<file path="config.mk">
export PLATFORM = sky130hd
export DESIGN_NAME = mixer_scheduler
export DESIGN_NICKNAME = d
export VERILOG_FILES = /design/src/rtl/mixer_pkg.sv /design/src/rtl/mixer.sv /design/src/rtl/mixer_scheduler.sv
export SDC_FILE = /design/constraint.sdc
export NUM_CORES = 2
export LEC_CHECK = 0
export ABC_AREA = 1
export ABC_CLOCK_PERIOD_IN_PS = 13200
export BUFFER_PORTS_ARGS = -buffer_cell sky130_fd_sc_hd__buf_2
export CAP_MARGIN = 30
export CORE_MARGIN = 5
export CORE_UTILIZATION = 60
export DETAILED_ROUTE_END_ITERATION = 10
export PLACE_DENSITY = 0.78
export SYNTH_ARGS = -nofsm -noshare
export SYNTH_HDL_FRONTEND = slang
export SYNTH_HIERARCHICAL = 1
export SYNTH_SLANG_ARGS = --single-unit
export TNS_END_PERCENT = 10
</file>
<file path="constraint.sdc">
create_clock -name clk -period 13.2 [get_ports clk]
set_input_delay 1.98 -clock clk [delete_from_list [all_inputs] [get_ports clk]]
set_output_delay 1.98 -clock clk [all_outputs]
set_load 0.005 [all_outputs]
</file>
<file path="src/rtl/mixer_pkg.sv">
// Shared constants and types for the I/Q mixer scheduler and its fixed-point multiplier.
package mixer_pkg;

   localparam int DATA_WIDTH      = 32;
   localparam int DATA_FRAC_WIDTH = 23;
   localparam int CNT_WIDTH       = 16;

   localparam logic [DATA_WIDTH-1:0] SAT_MAX = {1'b0, {(DATA_WIDTH-1){1'b1}}};
   localparam logic [DATA_WIDTH-1:0] SAT_MIN = {1'b1, {(DATA_WIDTH-1){1'b0}}};

   typedef logic chan_t;

endpackage

</file>
<file path="src/rtl/mixer.sv">
// Combinational fixed-point multiplier (Q8.23 at default width) with overflow/underflow flags.
module mixer #(
   parameter int DATA_WIDTH      = 32,
   parameter int DATA_FRAC_WIDTH = 23
) (
   input  logic signed [DATA_WIDTH-1:0] a,
   input  logic signed [DATA_WIDTH-1:0] b,
   output logic signed [DATA_WIDTH-1:0] out,
   output logic                         overflow,
   output logic                         underflow
);

   logic signed [2*DATA_WIDTH-1:0] prod;
   logic signed [2*DATA_WIDTH-1:0] scaled;
   logic        [DATA_WIDTH:0]     upper;

   assign prod   = a * b;
   assign scaled = prod >>> DATA_FRAC_WIDTH;
   // Result fits only when everything above the output MSB is a copy of the sign.
   assign upper  = scaled[2*DATA_WIDTH-1:DATA_WIDTH-1];

   assign out       = scaled[DATA_WIDTH-1:0];
   assign overflow  = !prod[2*DATA_WIDTH-1] && (|upper);
   assign underflow = prod[2*DATA_WIDTH-1] && !(&upper);

endmodule

</file>
<file path="src/rtl/mixer_scheduler.sv">
// Round-robin share of one mixer between the I and Q channels, with a registered
// saturating result slot and clip event counters.
module mixer_scheduler #(
   parameter int DATA_WIDTH      = mixer_pkg::DATA_WIDTH,
   parameter int DATA_FRAC_WIDTH = mixer_pkg::DATA_FRAC_WIDTH,
   parameter int CNT_WIDTH       = mixer_pkg::CNT_WIDTH
) (
   input  logic                       clk,
   input  logic                       rst,
   input  logic [1:0]                 req_valid,
   output logic [1:0]                 req_ready,
   input  logic [1:0][DATA_WIDTH-1:0] req_a,
   input  logic [1:0][DATA_WIDTH-1:0] req_b,
   output logic                       out_valid,
   input  logic                       out_ready,
   output logic [DATA_WIDTH-1:0]      out_data,
   output logic                       out_chan,
   output logic                       out_clip,
   input  logic                       cnt_clear,
   output logic [CNT_WIDTH-1:0]       ovf_count,
   output logic [CNT_WIDTH-1:0]       unf_count
);

   import mixer_pkg::*;

   localparam logic [0:0] ST_EMPTY = 1'b0;
   localparam logic [0:0] ST_FULL  = 1'b1;

   localparam logic [DATA_WIDTH-1:0] SAT_HI = {1'b0, {(DATA_WIDTH-1){1'b1}}};
   localparam logic [DATA_WIDTH-1:0] SAT_LO = {1'b1, {(DATA_WIDTH-1){1'b0}}};

   logic [0:0]            slot_state;
   chan_t                 last_grant;
   chan_t                 grant;
   logic                  slot_free;
   logic                  xfer;
   logic [DATA_WIDTH-1:0] mix_a;
   logic [DATA_WIDTH-1:0] mix_b;
   logic [DATA_WIDTH-1:0] mix_out;
   logic                  mix_ovf;
   logic                  mix_unf;
   logic                  clip_ovf;
   logic                  clip_unf;
   logic [DATA_WIDTH-1:0] sat_data;
   logic                  sat_clip;

   assign out_valid = (slot_state == ST_FULL);

   // The channel that did not win last time is preferred; a lone requester always wins.
   always_comb begin
      slot_free = !out_valid || out_ready;
      grant     = ~last_grant;
      if (!req_valid[~last_grant]) begin
         grant = last_grant;
      end
      req_ready = '0;
      if (!rst && slot_free && (|req_valid)) begin
         req_ready[grant] = 1'b1;
      end
      xfer = |(req_valid & req_ready);
   end

   assign mix_a = req_a[grant];
   assign mix_b = req_b[grant];

   mixer #(
      .DATA_WIDTH      (DATA_WIDTH),
      .DATA_FRAC_WIDTH (DATA_FRAC_WIDTH)
   ) u_mixer (
      .a         (mix_a),
      .b         (mix_b),
      .out       (mix_out),
      .overflow  (mix_ovf),
      .underflow (mix_unf)
   );

   // Overflow takes precedence if the mixer ever raises both flags.
   always_comb begin
      clip_ovf = mix_ovf;
      clip_unf = mix_unf && !mix_ovf;
      sat_data = mix_out;
      sat_clip = 1'b0;
      if (clip_ovf) begin
         sat_data = SAT_HI;
         sat_clip = 1'b1;
      end else if (clip_unf) begin
         sat_data = SAT_LO;
         sat_clip = 1'b1;
      end
   end

   always_ff @(posedge clk) begin
      if (rst) begin
         slot_state <= ST_EMPTY;
         out_data   <= '0;
         out_chan   <= 1'b0;
         out_clip   <= 1'b0;
         last_grant <= 1'b1;
      end else if (xfer) begin
         slot_state <= ST_FULL;
         out_data   <= sat_data;
         out_chan   <= grant;
         out_clip   <= sat_clip;
         last_grant <= grant;
      end else if (out_ready) begin
         slot_state <= ST_EMPTY;
      end
   end

   // Clip counters stick at all-ones; a clear beats a same-cycle increment.
   always_ff @(posedge clk) begin
      if (rst || cnt_clear) begin
         ovf_count <= '0;
         unf_count <= '0;
      end else if (xfer) begin
         if (clip_ovf && (ovf_count != '1)) begin
            ovf_count <= ovf_count + 1'b1;
         end
         if (clip_unf && (unf_count != '1)) begin
            unf_count <= unf_count + 1'b1;
         end
      end
   end

endmodule

</file>
==> results.yml <==
worst_setup_path:
  worst_setup_path_start_kind: "input pin"
  crit_path_max_incr_delay_ns: 1.10
  r2r.worst_path.cells: 46
  reg2reg_slack_ns: 2.43
  cp_max_fo: 32
  crit_arrival_ns: 12.42
  timing.critical_path.required_ns: 13.47
  critical_path.endpoint_type: "flip-flop"
  setup.worst_path.class: "in -> reg"
  path_common_cell: "sky130_fd_sc_hd__nand2_1"
  critical_path.slowest_cell: "sky130_fd_sc_hd__fa_1"
drt:
  antenna_left: 0
  drt-wirelength-per-cell_um: 17.15
  remaining_drc_errors: 0
  detail_route.iter0.violations: 2431
  detail_route.wirelength_mm: 113.4
  route.detailed.vias_per_inst: 5.171
  detailroute.via_count: 34190
  firstDrtPassIters: 7
sta:
  setup-violations-final: 0
  total_negative_setup_slack_ns: 0
  relSlewSlack_pct: 29.18
  finalCriticalPeriod_ns: 12.15
  final_worst_clock_skew_ns: 0.003023
  final_critical_path_setup_slack_ns: 1.053
  fmaxAchievable_ghz: 0.08233
  rsz0062_at_grt: "no"
  timing_max_transition_violations_final: 0
  tightest_slew_ns: 1.060
  total_count_of_hold_check_failures_in_the_final_report: 0
  whs_ns: 0.4864
  final.period_utilization_pct: 92.02
outcome:
  outcome: "complete, no violations"
cells_and_area:
  final_cell_count_no_fill: 6612
  nets: 7064
  final_layout_size_suffix_gt1_share_pct: 6.929
  number_of_fill_cells: 6022
  layout-area-overhead-vs-synth_pct: 5.783
  num_antenna_cells: 0
clock_network:
  clock_sink_count: 68
  post_cts.repair.setup_buffers: 0
  cts.root.buffer_cell: "sky130_fd_sc_hd__clkbuf_16"
  cts_tree: "built"
  max-clock-path-buffers: 2
  cts_repair_resized_insts: 0
  clkSlewWorstSetupHoldPaths_ns: 0.05
  cts-htree-levels: 3
  hold_buf_count_cts: 0
  insertion_delay_ns: 0.33
  numCtsBuffers: 9
worst_hold_path:
  holdPathStages: 2
  min-delay-path-class: "reg -> reg"
synthesis:
  ys_seq_area_share_pct: 3.213
  net_count_after_synthesis: 6992
  cell_count_after_synthesis: 5595
  yosys.cell_count.top_type: "sky130_fd_sc_hd__inv_1"
  syn-mean-instance-area_um2: 7.572
  synth_largest_type_area_fraction_pct: 51.08
  synthTopCellsByArea: "sky130_fd_sc_hd__fa_1, sky130_fd_sc_hd__inv_1, sky130_fd_sc_hd__nand2_1, sky130_fd_sc_hd__ha_1, sky130_fd_sc_hd__dfxtp_1"
  synth-seq-cells: 68
  synth_common_cells: "sky130_fd_sc_hd__inv_1, sky130_fd_sc_hd__nand2_1, sky130_fd_sc_hd__fa_1, sky130_fd_sc_hd__clkbuf_1, sky130_fd_sc_hd__ha_1"
  synthDominantAreaCellType: "sky130_fd_sc_hd__fa_1"
  synthDistinctLibCells: 45
  ys.flop_type: "sky130_fd_sc_hd__dfxtp_1"
  ys_async_sr_fraction_pct: 0
  yosysWarnings: 6
  synth-edff-count: 0
  post_synth_instance_area_mm2: 0.04237
floorplanning:
  die_area_mm2: 0.07602
  die_height_um: 275.7
  num_rows: 97
  die-width_um: 275.7
  fp.coreArea_mm2: 0.07003
  floorplan.io_pins: 203
  initial_utilization_pct: 60.50
placement:
  dp.final_hpwl_mm: 97.80
  placed_cells: 6594
  place.gp.congestion: 0.9667
  place_worst_setup_slack_ns: 0.8045
  portBuffers: 202
global_routing:
  grt_max_degree: 74
  grt_overflow_total: 0
  first_global_vias: 36910
  grt_antenna_before_repair: 0
  track_usage_pct: 31.13
  grt_pass1_wl_mm: 187.6
flow_run:
  maxCapViolCount: 0
==> sequential cells by signal, summed over array words and instances (netlist names) <==
name	cells
out_data	32
ovf_count	16
unf_count	16
last_grant	1
out_chan	1
out_clip	1
out_valid	1
==> routing by layer <==
layer / wire length, um / track usage (%) / vias up
met5: 0 / 0 / -
li1: - / - / 15540
met3: 7901 / 4.094 / 338
met1: 42320 / 38.77 / 16940
met2: 57510 / 55.20 / 1378
met4: 5628 / 12.59 / 0
==> critical path, delay by kind of cell <==
kind            cells  cell delay (ns)
compound gates      1             0.08
simple gates       23             3.07
buf+inv            13             2.30
fa+ha+maj           9             4.96
==> path summary, 6_finish.rpt <==
check                                   from      endpoint
worst min register to register   out_data[3]   out_data[3]
worst max-delay path            req_valid[1]  unf_count[6]
worst min-delay path             out_data[3]   out_data[3]
worst max register to register    last_grant  unf_count[6]
==> cell usage in the layout (no fill, tap or decap), types with 51 or more instances in the layout <==
master,count
sky130_fd_sc_hd__inv_1,1728
sky130_fd_sc_hd__nand2_1,1691
sky130_fd_sc_hd__fa_1,1081
sky130_fd_sc_hd__buf_2,202
sky130_fd_sc_hd__ha_1,182
sky130_fd_sc_hd__nor2_1,165
sky130_fd_sc_hd__a21oi_1,126
sky130_fd_sc_hd__nand3_1,83
sky130_fd_sc_hd__buf_4,80
sky130_fd_sc_hd__dfxtp_1,68
sky130_fd_sc_hd__o21ai_0,51
==> final cells by class <==
| type | instances | area, um^2 | share of cell area [%] |
|---|---|---|---|
| Multi-Input combinational cell | 3555 | 33570 | 74.92 |
| Sequential cell | 68 | 1361 | 3.038 |
| Timing Repair Buffer | 291 | 1824 | 4.071 |
| Clock buffer | 9 | 225.2 | 0.5025 |
| Inverter | 1742 | 6539 | 14.59 |
| Clock inverter | 7 | 115.1 | 0.2569 |
| Tap cell | 940 | 1176 | 2.624 |
==> cells by family after synthesis <==
family,synth area share [%]
AND/OR/NAND/NOR,19.08
buffers and inverters,17.60
adder cells (fa/ha/maj),56.46
AO/OA/AOI/OAI,2.611
flip-flops,3.213
XOR/XNOR,1.045
==> per-stage QoR <==
stage	area, um^2	util, %
6_report	44820	64.00
5_1_grt	44820	64.00
4_1_cts	44760	63.92
3_5_place_dp	44420	63.43
3_3_place_gp	44320	63.29
2_1_floorplan	42370	-
Power is left out: the tool's default activity adds up to more than one toggle a clock period on the data nets, which glitch-free logic cannot reach.
